**config.mk**
```make
export PLATFORM = sky130hd
export DESIGN_NAME = led_chain_master
export DESIGN_NICKNAME = d
export VERILOG_FILES = /design/src/rtl/led_chain_master.sv
export SDC_FILE = /design/constraint.sdc
export NUM_CORES = 1
export LEC_CHECK = 0
export CAP_MARGIN = 20
export CORE_MARGIN = 4
export CORE_UTILIZATION = 51
export DETAILED_ROUTE_END_ITERATION = 10
export PLACE_DENSITY = 0.81
export REMOVE_ABC_BUFFERS = 1
export SLEW_MARGIN = 20
export SYNTH_ARGS = -nofsm -noshare
export SYNTH_HDL_FRONTEND = slang
export SYNTH_SLANG_ARGS = --single-unit
export TNS_END_PERCENT = 30
```
**constraint.sdc**
```tcl
create_clock -name clk -period 4.3 [get_ports clk]
set_clock_uncertainty 0.2 [all_clocks]
set_input_delay 0.86 -clock clk [delete_from_list [all_inputs] [get_ports clk]]
set_output_delay 0.86 -clock clk [all_outputs]
set_load 0.01 [all_outputs]
```
**src/rtl/led_chain_master.sv**
```systemverilog
// Serialises one byte per chained LED slave onto serial_out, with one shift_clk_en strobe per bit, plus pad and latch bits.
// Latency: busy and the first bit appear at the accepting edge; done pulses 9*N_SLAVES*2*HALF_PERIOD cycles later.
// Backpressure: start is taken only while idle; start and frame changes are ignored while busy.
module led_chain_master #(
    parameter int N_SLAVES    = 4,
    parameter int HALF_PERIOD = 4
) (
    input  logic                  clk,
    input  logic                  rst_n,
    input  logic                  start,
    input  logic [8*N_SLAVES-1:0] frame,
    output logic                  busy,
    output logic                  done,
    output logic                  shift_clk_en,
    output logic                  serial_out
);
    localparam int NBITS = 9 * N_SLAVES;
    localparam int BW    = (NBITS > 1) ? $clog2(NBITS) : 1;
    localparam int PW    = (HALF_PERIOD > 1) ? $clog2(HALF_PERIOD) : 1;

    localparam logic [1:0] S_IDLE = 2'd0;
    localparam logic [1:0] S_LOW  = 2'd1;
    localparam logic [1:0] S_HIGH = 2'd2;

    localparam logic [BW-1:0] LAST_BIT = BW'(NBITS - 1);
    localparam logic [PW-1:0] LAST_PH  = PW'(HALF_PERIOD - 1);

    logic [1:0]       state;
    logic [NBITS-1:0] stream;
    logic [NBITS-1:0] stream_init;
    logic [BW-1:0]    bit_cnt;
    logic [PW-1:0]    phase;

    // Reorder the frame into transmit order: farthest slave's byte first,
    // each byte MSB first, followed by a zero (pad, or latch after byte 0).
    always_comb begin
        stream_init = '0;
        for (int j = 0; j < N_SLAVES; j++) begin
            for (int i = 0; i < 8; i++) begin
                stream_init[9*j+i] = frame[8*(N_SLAVES-1-j)+7-i];
            end
        end
    end

    // Strobe FSM: LOW and HIGH phases of HALF_PERIOD cycles each; the next
    // bit is presented on the strobe's falling edge so it is stable across
    // the following low phase and the rising edge the slaves act on.
    always_ff @(posedge clk) begin
        if (!rst_n) begin
            state        <= S_IDLE;
            stream       <= '0;
            bit_cnt      <= '0;
            phase        <= '0;
            busy         <= 1'b0;
            done         <= 1'b0;
            shift_clk_en <= 1'b0;
            serial_out   <= 1'b0;
        end else begin
            done <= 1'b0;
            case (state)
                S_IDLE: begin
                    if (start) begin
                        state      <= S_LOW;
                        stream     <= stream_init;
                        bit_cnt    <= '0;
                        phase      <= '0;
                        serial_out <= stream_init[0];
                        busy       <= 1'b1;
                    end
                end
                S_LOW: begin
                    if (phase == LAST_PH) begin
                        phase        <= '0;
                        state        <= S_HIGH;
                        shift_clk_en <= 1'b1;
                    end else begin
                        phase <= phase + 1'b1;
                    end
                end
                S_HIGH: begin
                    if (phase == LAST_PH) begin
                        phase        <= '0;
                        shift_clk_en <= 1'b0;
                        if (bit_cnt == LAST_BIT) begin
                            state      <= S_IDLE;
                            serial_out <= 1'b0;
                            busy       <= 1'b0;
                            done       <= 1'b1;
                        end else begin
                            state      <= S_LOW;
                            bit_cnt    <= bit_cnt + 1'b1;
                            // stream[0] always holds the bit currently on the wire
                            stream     <= {1'b0, stream[NBITS-1:1]};
                            serial_out <= stream[1];
                        end
                    end else begin
                        phase <= phase + 1'b1;
                    end
                end
                default: begin
                    state <= S_IDLE;
                end
            endcase
        end
    end
endmodule

```
# Yosys cells after proc, flatten, opt, wreduce, memory -nomap -nowiden

Index checks and enable logic that the tools add are counted.

Input port bits: 35
Bits in registers: 50
Word-level logic and storage cells: 59
Output and inout bits: 4

Equality and inequality tests: 9
Muxes and demuxes: 28
Reduce and logical (&&, ||, !) cells: 12
Add/subtract/negate cells: 2

Operators by type and width:

| cell                | number |
|---|---|
| $mux 36             | 3 |
| $pmux 36 s2         | 1 |
| $mux 6              | 3 |
| $pmux 6 s2          | 1 |
| $reduce_and 3->1    | 4 |
| $mux 1              | 10 |
| $mux 2              | 5 |
| $ne 2x2->1 const B  | 5 |
| $reduce_and 4->1    | 2 |
| $add 6x1->6 const B | 1 |
| $eq 6x6->1 const B  | 1 |
| $pmux 1 s2          | 3 |
| $pmux 2 s3          | 1 |
| $reduce_bool 2->1   | 3 |
| $eq 2x2->1 const B  | 2 |
| $pmux 2 s2          | 1 |
| $add 2x1->2 const B | 1 |
| $eq 2x1->1 const B  | 1 |
| $logic_not 2->1     | 1 |
| $reduce_and 2->1    | 1 |
| $reduce_or 2->1     | 1 |

# Longest topological paths before layout

Depth in word-level cells: 4
Gate-level depth with buffers: 9
Gate-level depth less buffers: 6

# Worst setup path before layout

Ideal clock, no wire load.

Kind: input -> register
Start: input rst_n
End: register stream[1]
Buffers on the path: 3
Required time: 3.954 ns
Arrival: 1.769 ns
Setup slack: 2.185 ns
Stages on the path: 5
Library setup time: 0.146 ns
Cell sequence: buf_2 > inv_1 > buf_4 > clkbuf_1 > a211oi_2

RTL lines:

| item                 | line | text |
|---|---|---|
| start, declared      | 9    | `input logic rst_n,` |
| end signal, assigned | 64   | `stream <= stream_init;` |
| end signal, assigned | 93   | `stream <= {1'b0, stream[NBITS-1:1]};` |
| end, declared        | 29   | `logic [NBITS-1:0] stream;` |

No word-level cell between the ends.

# Worst setup path in the final report

Start: register state[0]
End: register bit_cnt[0]

Cells in the longest elaborated chain, start to end: 3
Elaborated cells between the ends (all ways): 8
Those cells by class: eq/ne: 4; mux: 1; reduce/logical: 3

Ends and longest elaborated chain:

| item                                                                    | line | text |
|---|---|---|
| start, declared                                                         | 28   | `logic [1:0] state;` |
| start signal, assigned                                                  | 50   | `state <= S_IDLE;` |
| start signal, assigned                                                  | 63   | `state <= S_LOW;` |
| start signal, assigned                                                  | 74   | `state <= S_HIGH;` |
| $eq 2x2->1 / $logic_not 2->1 (equally long branches)                    | 60   | `case (state)` |
| $ne 2x2->1 (no source line) / $reduce_bool 2->1 (equally long branches) | --   |  |
| $reduce_and 4->1 (no source line)                                       | --   |  |
| end signal, assigned                                                    | 91   | `bit_cnt <= bit_cnt + 1'b1;` |
| end, declared                                                           | 31   | `logic [BW-1:0] bit_cnt;` |

Parallel ways exist; a longest one is shown, timed or not.
A chain may end at the register's enable or synchronous reset.

==> impl_metrics.toml <==
[power]
seq_power_share_pct = 37.5
p_int_uw = 1130
power_switching_uw = 697
ir_drop_uv = 279
power_density_mw_per_mm2 = 641
p_sw_share_pct = 38.2
comb_power_share_pct = 44.9
power_leakage_uw = 0.000990
total_power_uw = 1820
pwr-share-clk_pct = 17.6

[cells_and_area]
n_antenna_cell = 0
fillerInstances = 375
area_growth_pct = 19.5
drive_gt1_share_pct = 17.9
fin_util_pct = 63.9
num-nets-final = 304
final_common_cell = "dfxtp_1"
layout_common_cells = "48 x dfxtp_1, 38 x clkdlybuf4s50_1, 36 x nor2_1"

[timing]
finalMaxSlewViolations = 0
rsz0062_at_grt = "no"
relSlewSlack_pct = 61.4
tns_ns = 0
worst_pin_slew_ns = 0.580
fin_crit_ns = 2.87
finalSetupViolCount = 0
fmaxAchievable_ghz = 0.348
finalCritPeriodShare_pct = 66.8
final-hold-violation-count = 0

[setup_path]
criticalPathCategory = "reg -> reg"
r2r_start = "state[0]"
crit_fanout = 44
r2r_slack_ns = 1.43
endpoint_kind = "flop"
r2r_end = "bit_cnt[0]"
reg2regPathDepth = 7
cp-start-kind = "flop"
cp_data_arrival_time_ns = 2.87
required_ns = 4.30

[synth]
avgSynthCellArea_um2 = 10.3
synth-edff-count = 0
async_flop_share_pct = 0
synth_cells = 231
ys.flop_type = "dfxtp_1"
seq_area_frac_synth_pct = 40.4
synth-seq-cells = 48
yosys_warnings = 0
syn_area_mm2 = 0.00238
yosysUniqueCellTypes = 33

[clocking]
cts_sinks = 48
cts_max_path_buffers = 2
htree_levels = 2
clock_latency_ns = 0.30
clkTransAtPathRegs_ns = 0.09
root_buffer = "clkbuf_8"
cts_buffers = 5
cts_setup_buffers = 0
cts_resized = 0
postCtsHoldBufs = 0
cts_tree = "done"

[floorplanning]
initial_utilization_pct = 53.5
die_y_um = 76.3
die_area_mm2 = 0.00582
dieWidth_um = 76.3
core_area_mm2 = 0.00444
rows = 24
ios = 39

[drt]
drc_errors = 0
dr.pass1.iters = 4
drt_wl_total_um = 4290
antenna_left = 0
wire_per_inst_um = 13.6
route.vias.total = 1737
drt_iter0_drc = 55
vias_per_cell = 5.51

[worst_hold_path]
hold_class = "reg -> reg"
worst_hold_startpoint = "stream[18]"
whs_path_depth = 1
holdPathEnd = "stream[17]"

[global_route]
globalRouteTotalUtil_pct = 14.8
grt_pass1_vias = 1730
grt_antenna_before_repair = 0
grt_start_max_net_pins = 45
overflow = 0
grt_pass1_wl_um = 7200

[placement]
io_buffers = 38
routabilityCongestion = 0.867
hpwl_um = 2910

[status]
status = "completed"

[flow_run]
max-cap-violations = 0
[routing by layer]
| layer | GRT usage, % | share of wire (%) | vias up |
|---|---|---|---|
| li1 | - | - | 890 |
| met1 | 16.9 | 46 | 804 |
| met2 | 25.2 | 48 | 35 |
| met3 | 4.26 | 4.6 | 8 |
| met4 | 7.43 | 1.8 | 0 |
| met5 | 0 | 0 | - |
[worst max-delay path: stages (launching register included)]
cell and delay (ns):
dfxtp_1 0.37, inv_1 0.10, ha_2 0.56, and2_1 0.28
o221a_2 0.58, buf_12 0.31, nor2_4 0.07, mux2_2 0.27
[registers in the layout, indices dropped and copies added (netlist names)]
register / count
phase: 2
stream: 34
done: 1
bit_cnt: 6
shift_clk_en: 1
serial_out: 1
busy: 1
state: 2
[synthesized netlist by cell type (all sizes together) (3+ instances only)]
cell,n,area (um2)
o21a,3,22.5
nand2,9,33.8
mux2i,31,310
nor3,4,20.0
o21ai,8,40.0
a22o,4,35.0
a211oi,30,375
ha,7,87.6
dfxtp,48,961
nor2,37,146
nand3,6,30.0
buf,16,128
nand2b,3,18.8
inv,4,15.0
a21oi,6,30.0
[how the worst max path moves through the flow]
stage / start / end / slack (ns) / depth (start not counted)
after CTS: state[0] / bit_cnt[0] / 1.40 / 7
after global routing: state[0] / bit_cnt[4] / 1.25 / 7
after floorplan: state[0] / bit_cnt[2] / 0.57 / 6
after global placement: start / bit_cnt[0] / 1.25 / 6
final: state[0] / bit_cnt[0] / 1.43 / 7
after detailed placement: start / bit_cnt[0] / 1.22 / 6
[cell type report]
type,instances,area [um2],area share (%)
tap,52,65.1,2.29
sequential,48,961,33.8
inverter,4,15.0,0.528
multi-input combinational,162,1270,44.8
clock buffer,5,68.8,2.42
clock inverter,3,42.5,1.50
timing repair buffer,41,415,14.6
[stage by stage]
stage	area (um2)	worst slack [ns]	hold WS, ns	instances
CTS	2840	1.40	0.266	315
global placement	2730	1.25	0.254	307
floorplan	2250	0.575	0.243	214
finish	2840	1.43	0.270	315
global route	2840	1.25	0.298	315
detailed placement	2730	1.22	0.261	307
[power by group through the flow]
stage                     logic [uW]  clock network, uW  registers, uW
final                            818                321            684
after global routing             903                349            706
after CTS                        825                331            686
after detailed placement         818                  0            694
after global placement           798                  0            690
after floorplan                  646                  0            679
[cell families after synthesis]
family,after synthesis,share of synthesized area (%)
AND/OR/NAND/NOR,65,12.5
buffers and inverters,21,6.15
AO/OA/AOI/OAI,58,23.7
flip-flops,48,40.4
adder cells (fa/ha/maj),7,3.68
multiplexers,32,13.5
No activity file was read; power rests on OpenSTA's default activity.
